==> src/rtl/game_pkg.sv <==
// Shared definitions for the game-round controller: state encoding,
// wheel geometry, default timing constants and the guess judge.
package game_pkg;

  typedef enum logic [2:0] {
    ST_IDLE      = 3'd0,
    ST_STOPPING  = 3'd1,
    ST_EVAL      = 3'd2,
    ST_SHOW      = 3'd3,
    ST_RELEASE   = 3'd4,
    ST_GAME_OVER = 3'd5
  } state_t;

  localparam int NUM_POS            = 6;
  localparam int DEF_ROUNDS         = 10;
  localparam int DEF_DEBOUNCE_TICKS = 4;
  localparam int DEF_BLINK_TICKS    = 8;
  localparam int DEF_SCORE_W        = 4;

  // A guess wins only when it is exactly the one-hot code of a legal
  // position; zero, multi-hot and out-of-range positions all lose.
  function automatic logic is_hit(input logic [2:0] pos,
                                  input logic [NUM_POS-1:0] guess);
    logic [NUM_POS-1:0] mask;
    mask = {{(NUM_POS-1){1'b0}}, 1'b1} << pos;
    return (pos < 3'(NUM_POS)) && (guess == mask);
  endfunction

endpackage

==> src/rtl/btn_debounce.sv <==
// Stop-button front end: 2-flop synchroniser, tick-based debounce counter
// and a single-cycle press pulse on the rising edge of the debounced level.
module btn_debounce #(
  parameter int DEBOUNCE_TICKS = 4
) (
  input  logic clk_i,
  input  logic rst_ni,
  input  logic tick_i,
  input  logic btn_i,
  output logic level_o,
  output logic press_o
);

  logic       sync1_q;
  logic       sync2_q;
  logic       level_q;
  logic [3:0] cnt_q;
  logic       flip;

  // This tick completes the run of differing ticks, so the level flips at
  // the coming edge; press is flagged in the same cycle so the FSM sees it
  // on the very edge the level rises.
  assign flip    = tick_i && (sync2_q != level_q) &&
                   (cnt_q == 4'(DEBOUNCE_TICKS - 1));
  assign press_o = flip && !level_q;
  assign level_o = level_q;

  // Bring the asynchronous button into the clock domain.
  always_ff @(posedge clk_i or negedge rst_ni) begin
    if (!rst_ni) begin
      sync1_q <= 1'b0;
      sync2_q <= 1'b0;
    end else begin
      sync1_q <= btn_i;
      sync2_q <= sync1_q;
    end
  end

  // Count ticks while the synced input disagrees with the level; any
  // agreement restarts the count.
  always_ff @(posedge clk_i or negedge rst_ni) begin
    if (!rst_ni) begin
      cnt_q   <= 4'd0;
      level_q <= 1'b0;
    end else if (sync2_q == level_q) begin
      cnt_q <= 4'd0;
    end else if (flip) begin
      level_q <= ~level_q;
      cnt_q   <= 4'd0;
    end else if (tick_i) begin
      cnt_q <= cnt_q + 4'd1;
    end
  end

endmodule

==> src/rtl/round_ctrl.sv <==
// Game-round controller: stops the wheel on a debounced press, judges the
// guess once the wheel halts, keeps score/round count and drives the
// decimal-point blink pattern. state_o exposes the FSM for observation.
module round_ctrl
  import game_pkg::*;
#(
  parameter int DEBOUNCE_TICKS = DEF_DEBOUNCE_TICKS,
  parameter int ROUNDS         = DEF_ROUNDS,
  parameter int BLINK_TICKS    = DEF_BLINK_TICKS,
  parameter int SCORE_W        = DEF_SCORE_W
) (
  input  logic               clk_i,
  input  logic               rst_ni,
  input  logic               tick_i,
  input  logic               stop_btn_i,
  input  logic               running_i,
  input  logic [2:0]         pos_i,
  input  logic [NUM_POS-1:0] guess_i,
  output logic               stop_o,
  output logic               hit_o,
  output logic               result_valid_o,
  output logic [SCORE_W-1:0] score_o,
  output logic [3:0]         round_o,
  output logic               game_over_o,
  output logic               dp_o,
  output logic [2:0]         state_o
);

  // Result interface: result_valid_o is a one-cycle strobe with no ready;
  // in that cycle hit_o, score_o and round_o carry the freshly judged round
  // and they hold until the next strobe (or the game-over clear).

  localparam logic [SCORE_W-1:0] SCORE_MAX = '1;

  state_t             state_q, state_d;
  logic               level;
  logic               press;
  logic               hit_q;
  logic               valid_q;
  logic [SCORE_W-1:0] score_q;
  logic [3:0]         round_q;
  logic [7:0]         blink_q;
  logic               dp_q;
  logic               last_round;
  logic               blink_done;

  btn_debounce #(
    .DEBOUNCE_TICKS(DEBOUNCE_TICKS)
  ) u_btn (
    .clk_i  (clk_i),
    .rst_ni (rst_ni),
    .tick_i (tick_i),
    .btn_i  (stop_btn_i),
    .level_o(level),
    .press_o(press)
  );

  assign last_round = (round_q == 4'(ROUNDS));
  assign blink_done = tick_i && (blink_q == 8'd1);

  // State register.
  always_ff @(posedge clk_i or negedge rst_ni) begin
    if (!rst_ni) state_q <= ST_IDLE;
    else         state_q <= state_d;
  end

  // Next-state decode and state-dependent outputs.
  always_comb begin
    state_d     = state_q;
    stop_o      = 1'b1;
    dp_o        = 1'b0;
    game_over_o = 1'b0;
    case (state_q)
      ST_IDLE: begin
        stop_o = 1'b0;
        if (press) state_d = ST_STOPPING;
      end
      ST_STOPPING: if (!running_i) state_d = ST_EVAL;
      ST_EVAL:     state_d = ST_SHOW;
      ST_SHOW: begin
        dp_o = hit_q & dp_q;
        if (blink_done) state_d = last_round ? ST_GAME_OVER : ST_RELEASE;
      end
      ST_RELEASE:  if (!level) state_d = ST_IDLE;
      ST_GAME_OVER: begin
        dp_o        = 1'b1;
        game_over_o = 1'b1;
        if (press) state_d = ST_RELEASE;
      end
      default: begin
        stop_o  = 1'b0;
        state_d = ST_IDLE;
      end
    endcase
  end

  // Round result, score/round counters and blink timer.
  always_ff @(posedge clk_i or negedge rst_ni) begin
    if (!rst_ni) begin
      hit_q   <= 1'b0;
      valid_q <= 1'b0;
      score_q <= '0;
      round_q <= 4'd0;
      blink_q <= 8'd0;
      dp_q    <= 1'b0;
    end else begin
      valid_q <= 1'b0;
      case (state_q)
        ST_EVAL: begin
          hit_q   <= is_hit(pos_i, guess_i);
          valid_q <= 1'b1;
          if (is_hit(pos_i, guess_i) && (score_q != SCORE_MAX))
            score_q <= score_q + 1'b1;
          if (!last_round) round_q <= round_q + 4'd1;
          blink_q <= 8'(BLINK_TICKS);
          dp_q    <= 1'b1;
        end
        ST_SHOW: begin
          if (tick_i) begin
            blink_q <= blink_q - 8'd1;
            dp_q    <= ~dp_q;
          end
        end
        ST_GAME_OVER: begin
          if (press) begin
            hit_q   <= 1'b0;
            score_q <= '0;
            round_q <= 4'd0;
          end
        end
        default: ;
      endcase
    end
  end

  assign hit_o          = hit_q;
  assign result_valid_o = valid_q;
  assign score_o        = score_q;
  assign round_o        = round_q;
  assign state_o        = state_q;

endmodule

==> config.mk <==
export PLATFORM = sky130hd
export DESIGN_NAME = round_ctrl
export DESIGN_NICKNAME = d
export VERILOG_FILES = /design/src/rtl/game_pkg.sv /design/src/rtl/btn_debounce.sv /design/src/rtl/round_ctrl.sv
export SDC_FILE = /design/constraint.sdc
export NUM_CORES = 1
export LEC_CHECK = 0
export ABC_AREA = 1
export CORE_MARGIN = 4
export CORE_UTILIZATION = 45
export CTS_CLUSTER_DIAMETER = 100
export DETAILED_ROUTE_END_ITERATION = 8
export PLACE_DENSITY = 0.7
export SYNTH_ARGS = -nofsm -noshare
export SYNTH_HDL_FRONTEND = slang
export SYNTH_SLANG_ARGS = --single-unit
==> constraint.sdc <==
create_clock -name clk_i -period 2.1 [get_ports clk_i]
set_clock_uncertainty 0.2 [all_clocks]
set_input_delay 0.42 -clock clk_i [delete_from_list [all_inputs] [get_ports clk_i]]
set_output_delay 0.42 -clock clk_i [all_outputs]
set_load 0.01 [all_outputs]
==> results of run 1 <==
## layout by cell type (no fill, tap or decap), types with 6 or more instances in the layout
cell type,count
dfrtp_1,29
nand2_2,6
inv_1,31
nand2_1,57
nand3_1,32
nor2_1,20
ha_1,6
xor2_1,6
clkdlybuf4s50_1,26
buf_4,10
a21oi_1,7
o21ai_0,11
## worst max path at each step
| stage | from | to | slack (ns) | cells past startpoint |
|---|---|---|---|---|
| after floorplan | state_o[2]$_DFFE_PN0P_ | score_o[2]$_DFFE_PN0P_ | 0.45 | 6 |
| after global placement | pos_i[2] | score_o[0]$_DFFE_PN0P_ | -0.07 | 10 |
| after detailed placement | pos_i[2] | score_o[0]$_DFFE_PN0P_ | -0.06 | 10 |
| after CTS | state_o[2]$_DFFE_PN0P_ | dp_o | 0.06 | 6 |
| after global routing | pos_i[2] | score_o[0]$_DFFE_PN0P_ | 0.01 | 10 |
| final | state_o[2]$_DFFE_PN0P_ | dp_o | 0.11 | 6 |
## power breakdown
group | internal, uW | leakage (uW) | switching, uW
logic | 486 | 0.000751 | 617
registers | 727 | 0.000377 | 155
clock network | 229 | 0.0000450 | 197
## sequential cells by signal (all words and copies together) (netlist names)
name / cells
blink_q: 8
u_btn.sync1_q: 1
state_o: 3
u_btn.cnt_q: 4
result_valid_o: 1
hit_o: 1
score_o: 4
u_btn.level_o: 1
u_btn.sync2_q: 1
dp_q: 1
round_o: 4
## critical path, cell delays in order (launching register included)
cell and delay, ns:
dfrtp_1 0.37, inv_1 0.09, nand2_1 0.09, nor2_2 0.13
nand3_1 0.09, nand2_1 0.08, clkdlybuf4s15_1 0.25
## metal layers
layer / vias to the layer above / global-route usage
met5: - / 0
met4: 0 / 0.0426
met3: 7 / 0.0547
met2: 30 / 0.252
met1: 707 / 0.212
li1: 844 / -
## through the flow
stage	area, sq um	utilization	power, uW	setup TNS (ns)
6_report	2270	0.610	2410	0
5_1_grt	2270	0.610	2630	0
4_1_cts	2260	0.609	2440	0
3_5_place_dp	2180	0.588	2010	-0.281
3_3_place_gp	2180	0.588	1990	-0.319
2_1_floorplan	1760	-	1570	0
## cell type report
class | instances | area share
timing repair buffer | 39 | 0.160
sequential | 29 | 0.320
tap | 48 | 0.0265
clock buffer | 6 | 0.0320
clock inverter | 2 | 0.00442
multi-input combinational | 172 | 0.402
inverter | 33 | 0.0547
## timing repair
action,CTS,global route
cloned,0,0
endpoints found under the setup margin,3,1
gates resized for setup,4,1
## logic make-up after synthesis
kind of cell | Yosys count
simple gates | 133
xor+xnor | 7
compound gates | 26
fa+ha+maj | 6
buf+inv | 33
flops | 29
==> flow_summary_export.csv, run 1 <==
group,metric,value,unit
hold_path,hold_start,"u_btn.sync1_q$_DFF_PN0_",
cts,cts.sinks,29,
synth,syn_area,0.00176,sq mm
hold_path,whs_endpoint,"u_btn.sync2_q$_DFF_PN0_",
timing,tightest_slew,0.364,ns
floorplan,num_rows,22,
grt,grt_pass1_wl,6520,um
floorplan,dieArea,0.00497,sq mm
grt,overflow,0,
finish,multi_input_area,911,sq um
grt,antenna_found_initial,0,
status,outcome,"complete, no violations",
place,io_buffer_count,29,
finish,drive_gt1_frac,0.121,
timing,rsz0062_at_grt,"false",
cts,clock_path_buffers,2,
drt,route.met3.wl,215,um
cts,hold_buffers,0,
finish,area_growth,28.9,%
finish,stdcell_count,329,
floorplan,io_pins,30,
synth,synthTopCellsByArea,"dfrtp_1 41%, nand2_1 12%, nand3_1 9.1%, inv_1 6.6%, nor2_1 4.5%",
cts,post_cts_buffers,0,
place,dp_hpwl,2790,um
drt,initialDrtViolationCount,80,
cts,cts_tree,"yes",
setup_path,r2r_setup_slack,0.34,ns
run,cap_violations,0,
timing,post-route-period-util,0.948,
synth,syn_inst,234,
hold_path,holdCritPathClass,"flip-flop to flip-flop",
grt,grt_util_all_layers,0.161,
timing,period_minus_slack,1.99,ns
synth,synth_top_area_cell,"dfrtp_1",
timing,worst_slack,0.109,ns
synth,async_reset_ff_frac,1.00,
finish,regArea,726,sq um
synth,synth_fa_ha_area_frac,0.0427,
floorplan,start_util,0.473,
setup_path,r2r-end,"round_o[1]$_DFFE_PN0P_",
drt,wl_met2,1560,um
power,peakVddDrop,0.605,mV
setup_path,r2r-start,"state_o[2]$_DFFE_PN0P_",
timing,finalMaxSlewViolations,0,
setup_path,worstPathRequired,1.48,ns
place,dp_cells,321,
synth,synth_seq_area_share,0.413,
setup_path,r2r_cells,9,
cts,htree_levels,2,
synth,yosysMostFrequentCell,"nand2_1",
power,p_leak,0.00117,uW
timing,finalHoldViolCount,0,
synth,syn_avg_cell_area,7.51,sq um
drt,via_per_inst,4.83,
synth,synth_compound_area_frac,0.0769,
synth,synthFlopType,"dfrtp_1",
setup_path,critPathCaptureType,"output port",
floorplan,die-width,70.5,um
floorplan,die_h,70.5,um
hold_path,hold_path_depth,0,
drt,routed.top_layer,"met4",
cts,cts.clk_slew.worst_paths,0.06,ns
setup_path,startpoint_type,"flip-flop",
grt,grt_pass1_vias,1496,
cts,cts_made_buffers,5,
cts,clkLatencyLatePin,0.27,ns
synth,ys_warn_count,0,
synth,syn-num-nets,254,
timing,setup_viol,0,
synth,synth_xor_area_frac,0.0391,
timing,holdWs,0.148,ns
synth,synthDistinctLibCells,25,
synth,yosys_register_bits,29,
synth,synthMuxAreaShare,0,
finish,fillers,359,
drt,totalWireLength,3660,um
synth,synth_top_cells_by_count,"57 x nand2_1, 32 x nand3_1, 31 x inv_1, 29 x dfrtp_1, 21 x nor2_1",
finish,antenna_cells,0,
setup_path,critPathMaxFanout,3,
drt,firstDrtPassIters,4,
floorplan,fp.coreArea,0.00372,sq mm
synth,synth-edff-count,0,
drt,drc,0,
setup_path,crit_arrival,1.37,ns
place,dp_slack,-0.0631,ns
synth,yosysTopAreaCellShare,0.413,
drt,wl_per_cell,11.1,um
setup_path,critPathKind,"flip-flop to output port",
grt,grt_max_degree,30,
power,powerDensity,1060,mW/mm^2
timing,slew_headroom,0.757,
finish,final_nets,300,
drt,ant_nets,0,
drt,wirelength_met1,1830,um
cts,cts-root-buf,"clkbuf_8",
synth,synth_simple_gate_area_frac,0.358,
drt,via_count,1588,
timing,max_freq,502,MHz
synth,synth_top_family_by_area,"simple AND/OR/NAND/NOR gates",
place,gp_routability_congestion,0.812,
Power figures use the tool's default switching activity.
==> run 2: changes to the inputs <==
Settings changed: ABC_AREA 1 to not set.
==> run 2 against run 1 <==
Die area decreased by 4.8%. Global-route usage increased by 1.9 points. Largest cell class unchanged. Maximum frequency decreased by 2.1%. Critical endpoint unchanged. Power increased by 7.0%. Final cell count decreased by 17%. Clock power increased by 5.9%. Sequential share of layout area about the same. Wire length increased by 0.33%. First-iteration DRC count decreased by 25%.
==> flow_summary_export.csv, run 2 <==
group,metric,value,unit
timing,post-route-period-util,0.968,
grt,overflow,0,
power,p_leak,0.00102,uW
setup_path,critPathCaptureType,"output port",
power,power.total,2580,uW
place,dp_hpwl,2770,um
drt,drc,0,
timing,max_freq,492,MHz
timing,finalHoldViolCount,0,
place,io_buffer_count,29,
finish,utilization,0.659,
setup_path,critical_path_depth,4,
setup_path,slowest_stage,"dfrtp_1",
setup_path,startpoint_type,"flip-flop",
timing,setup_viol,0,
finish,drive_gt1_frac,0.221,
power,sw_frac_of_total,0.381,
setup_path,crit_path_end,"dp_o",
drt,wl_per_cell,13.5,um
floorplan,io_pins,30,
finish,largest-register,"blink_q",
synth,yosysTopAreaCellShare,0.436,
synth,synth_top_area_cell,"dfrtp_1",
setup_path,critPathMaxFanout,4,
setup_path,cp_top_family,"flip-flops",
cts,hold_buffers,0,
setup_path,critPathKind,"flip-flop to output port",
floorplan,die-width,68.8,um
setup_path,critPathLaunch,"state_o[1]$_DFFE_PN0P_",
drt,firstDrtPassIters,4,
cts,clkLatencyLatePin,0.28,ns
floorplan,fp.coreArea,0.00344,sq mm
synth,syn_area,0.00166,sq mm
power,p_sw,983,uW
power,p_comb_frac,0.460,
synth,syn-num-nets,193,
synth,syn_avg_cell_area,9.61,sq um
cts,cts-root-buf,"clkbuf_8",
drt,via_count,1458,
finish,area_growth,36.4,%
cts,htree_levels,2,
synth,yosys_register_bits,29,
setup_path,crit_arrival,1.41,ns
drt,totalWireLength,3670,um
power,p_clk_frac,0.174,
synth,synthFlopType,"dfrtp_1",
power,peakVddDrop,0.496,mV
status,outcome,"complete, no violations",
cts,cts_tree,"yes",
timing,slew_headroom,0.675,
cts,cts_made_buffers,5,
timing,setup_tns,0,ns
finish,final_nets,245,
place,gp_routability_congestion,0.849,
grt,antenna_found_initial,0,
synth,synthDistinctLibCells,45,
synth,yosysMostFrequentCell,"dfrtp_1",
floorplan,start_util,0.483,
setup_path,r2r-end,"score_o[2]$_DFFE_PN0P_",
grt,grt_max_degree,30,
setup_path,r2r-start,"state_o[2]$_DFFE_PN0P_",
finish,antenna_cells,0,
setup_path,crit_buf_inv,1,
synth,synthTopCellsByArea,"dfrtp_1 44%, ha_1 4.5%, nor2_1 4.3%, mux2i_1 3.6%, xor2_1 3.2%",
grt,grt_pass1_vias,1433,
finish,mostFrequentLayoutCells,"28 x dfrtp_1, 22 x buf_4, 20 x clkdlybuf4s50_1",
cts,cts.clk_slew.worst_paths,0.06,ns
timing,finalMaxSlewViolations,0,
grt,grt_pass1_wl,6290,um
cts,cts.sinks,29,
timing,rsz0062_at_grt,"true",
drt,ant_nets,0,
synth,ys_warn_count,0,
hold_path,holdCritPathClass,"flip-flop to flip-flop",
place,dp_slack,-0.578,ns
synth,synth-edff-count,0,
grt,grt_util_all_layers,0.180,
cts,post_cts_buffers,0,
setup_path,critPathMaxStageDelay,0.38,ns
timing,worst_slack,0.0665,ns
cts,clock_path_buffers,2,
drt,initialDrtViolationCount,60,
power,internal-power,1600,uW
drt,via_per_inst,5.36,
finish,largest_reg_flops,8,
run,cap_violations,0,
floorplan,num_rows,21,
timing,tightest_slew,0.481,ns
timing,period_minus_slack,2.03,ns
floorplan,dieArea,0.00473,sq mm
synth,synth_seq_area_share,0.436,
setup_path,worstPathRequired,1.48,ns
synth,synth_top_cells_by_count,"29 x dfrtp_1, 19 x nor2_1, 13 x nand2_1, 10 x nand3_1, 9 x a21oi_1",
synth,async_reset_ff_frac,1.00,
synth,syn_inst,173,
power,power_frac_seq,0.365,
power,powerDensity,1140,mW/mm^2
finish,layout_commonest_cell,"dfrtp_1",
setup_path,path_cells,"nor2b_1 > nand3_1 > a21oi_1 > dlygate4sd2_1",
floorplan,die_h,68.8,um
setup_path,r2r_setup_slack,0.07,ns
setup_path,r2r_cells,6,
## run 2: layout make-up
cell class | instances | area [sq um]
Sequential cell | 29 | 727
Fill cell | 267 | 1170
Multi-Input combinational cell | 131 | 912
Clock buffer | 5 | 68.8
Tap cell | 46 | 57.6
Inverter | 6 | 22.5
Timing Repair Buffer | 52 | 463
Clock inverter | 3 | 17.5
## run 2: kinds of logic after synthesis
family,Yosys count,share of synthesized area
buffers and inverters,13,0.0414
AND/OR/NAND/NOR,75,0.238
adder cells (fa/ha/maj),6,0.0451
flip-flops,29,0.436
multiplexers,10,0.0632
AO/OA/AOI/OAI,29,0.118
XOR/XNOR,11,0.0579
## run 2: repair_timing
item / CTS / global route
pin swaps: 4 / 7
resized for setup: 9 / 15
setup endpoints to repair: 8 / 5
## run 2: worst min-delay path by stage
| stage | start | slack [ns] | cells after the start | endpoint |
|---|---|---|---|---|
| floorplan | rst_ni | -0.08 | 0 | blink_q[0]$_DFFE_PN0P_ |
| global placement | u_btn.sync1_q$_DFF_PN0_ | 0.13 | 0 | u_btn.sync2_q$_DFF_PN0_ |
| detailed placement | u_btn.sync1_q$_DFF_PN0_ | 0.14 | 0 | u_btn.sync2_q$_DFF_PN0_ |
| CTS | u_btn.sync1_q$_DFF_PN0_ | 0.15 | 0 | u_btn.sync2_q$_DFF_PN0_ |
| global route | u_btn.sync1_q$_DFF_PN0_ | 0.15 | 0 | u_btn.sync2_q$_DFF_PN0_ |
| finish | u_btn.sync1_q$_DFF_PN0_ | 0.15 | 0 | u_btn.sync2_q$_DFF_PN0_ |
## run 2: per-stage QoR
stage	cells	cell area (sq um)	hold WS, ns
3_5_place_dp	264	2140	0.138
4_1_cts	272	2230	0.152
3_3_place_gp	264	2140	0.131
6_report	272	2270	0.149
2_1_floorplan	173	1660	-0.0756
5_1_grt	272	2270	0.155
## run 2: per-layer routing
layer | track usage | part of all wire | vias to the layer above
met5 | 0 | 0 | -
met4 | 0.0803 | 0.021 | 0
met3 | 0.0535 | 0.041 | 10
met2 | 0.297 | 0.49 | 31
met1 | 0.216 | 0.45 | 694
li1 | - | - | 723
## run 2: power by group through the flow
stage	clock network [uW]	registers (uW)	logic [uW]
floorplan	0	947	668
global placement	0	937	1170
detailed placement	0	949	1200
CTS	462	943	1200
global route	488	980	1340
finish	450	943	1190
==> run 3: changes to the inputs <==
Settings changed: CTS_CLUSTER_SIZE set to 10.
==> results of run 3 <==
Same layout as run 2: the final DEF is identical, and so are final timing and power.
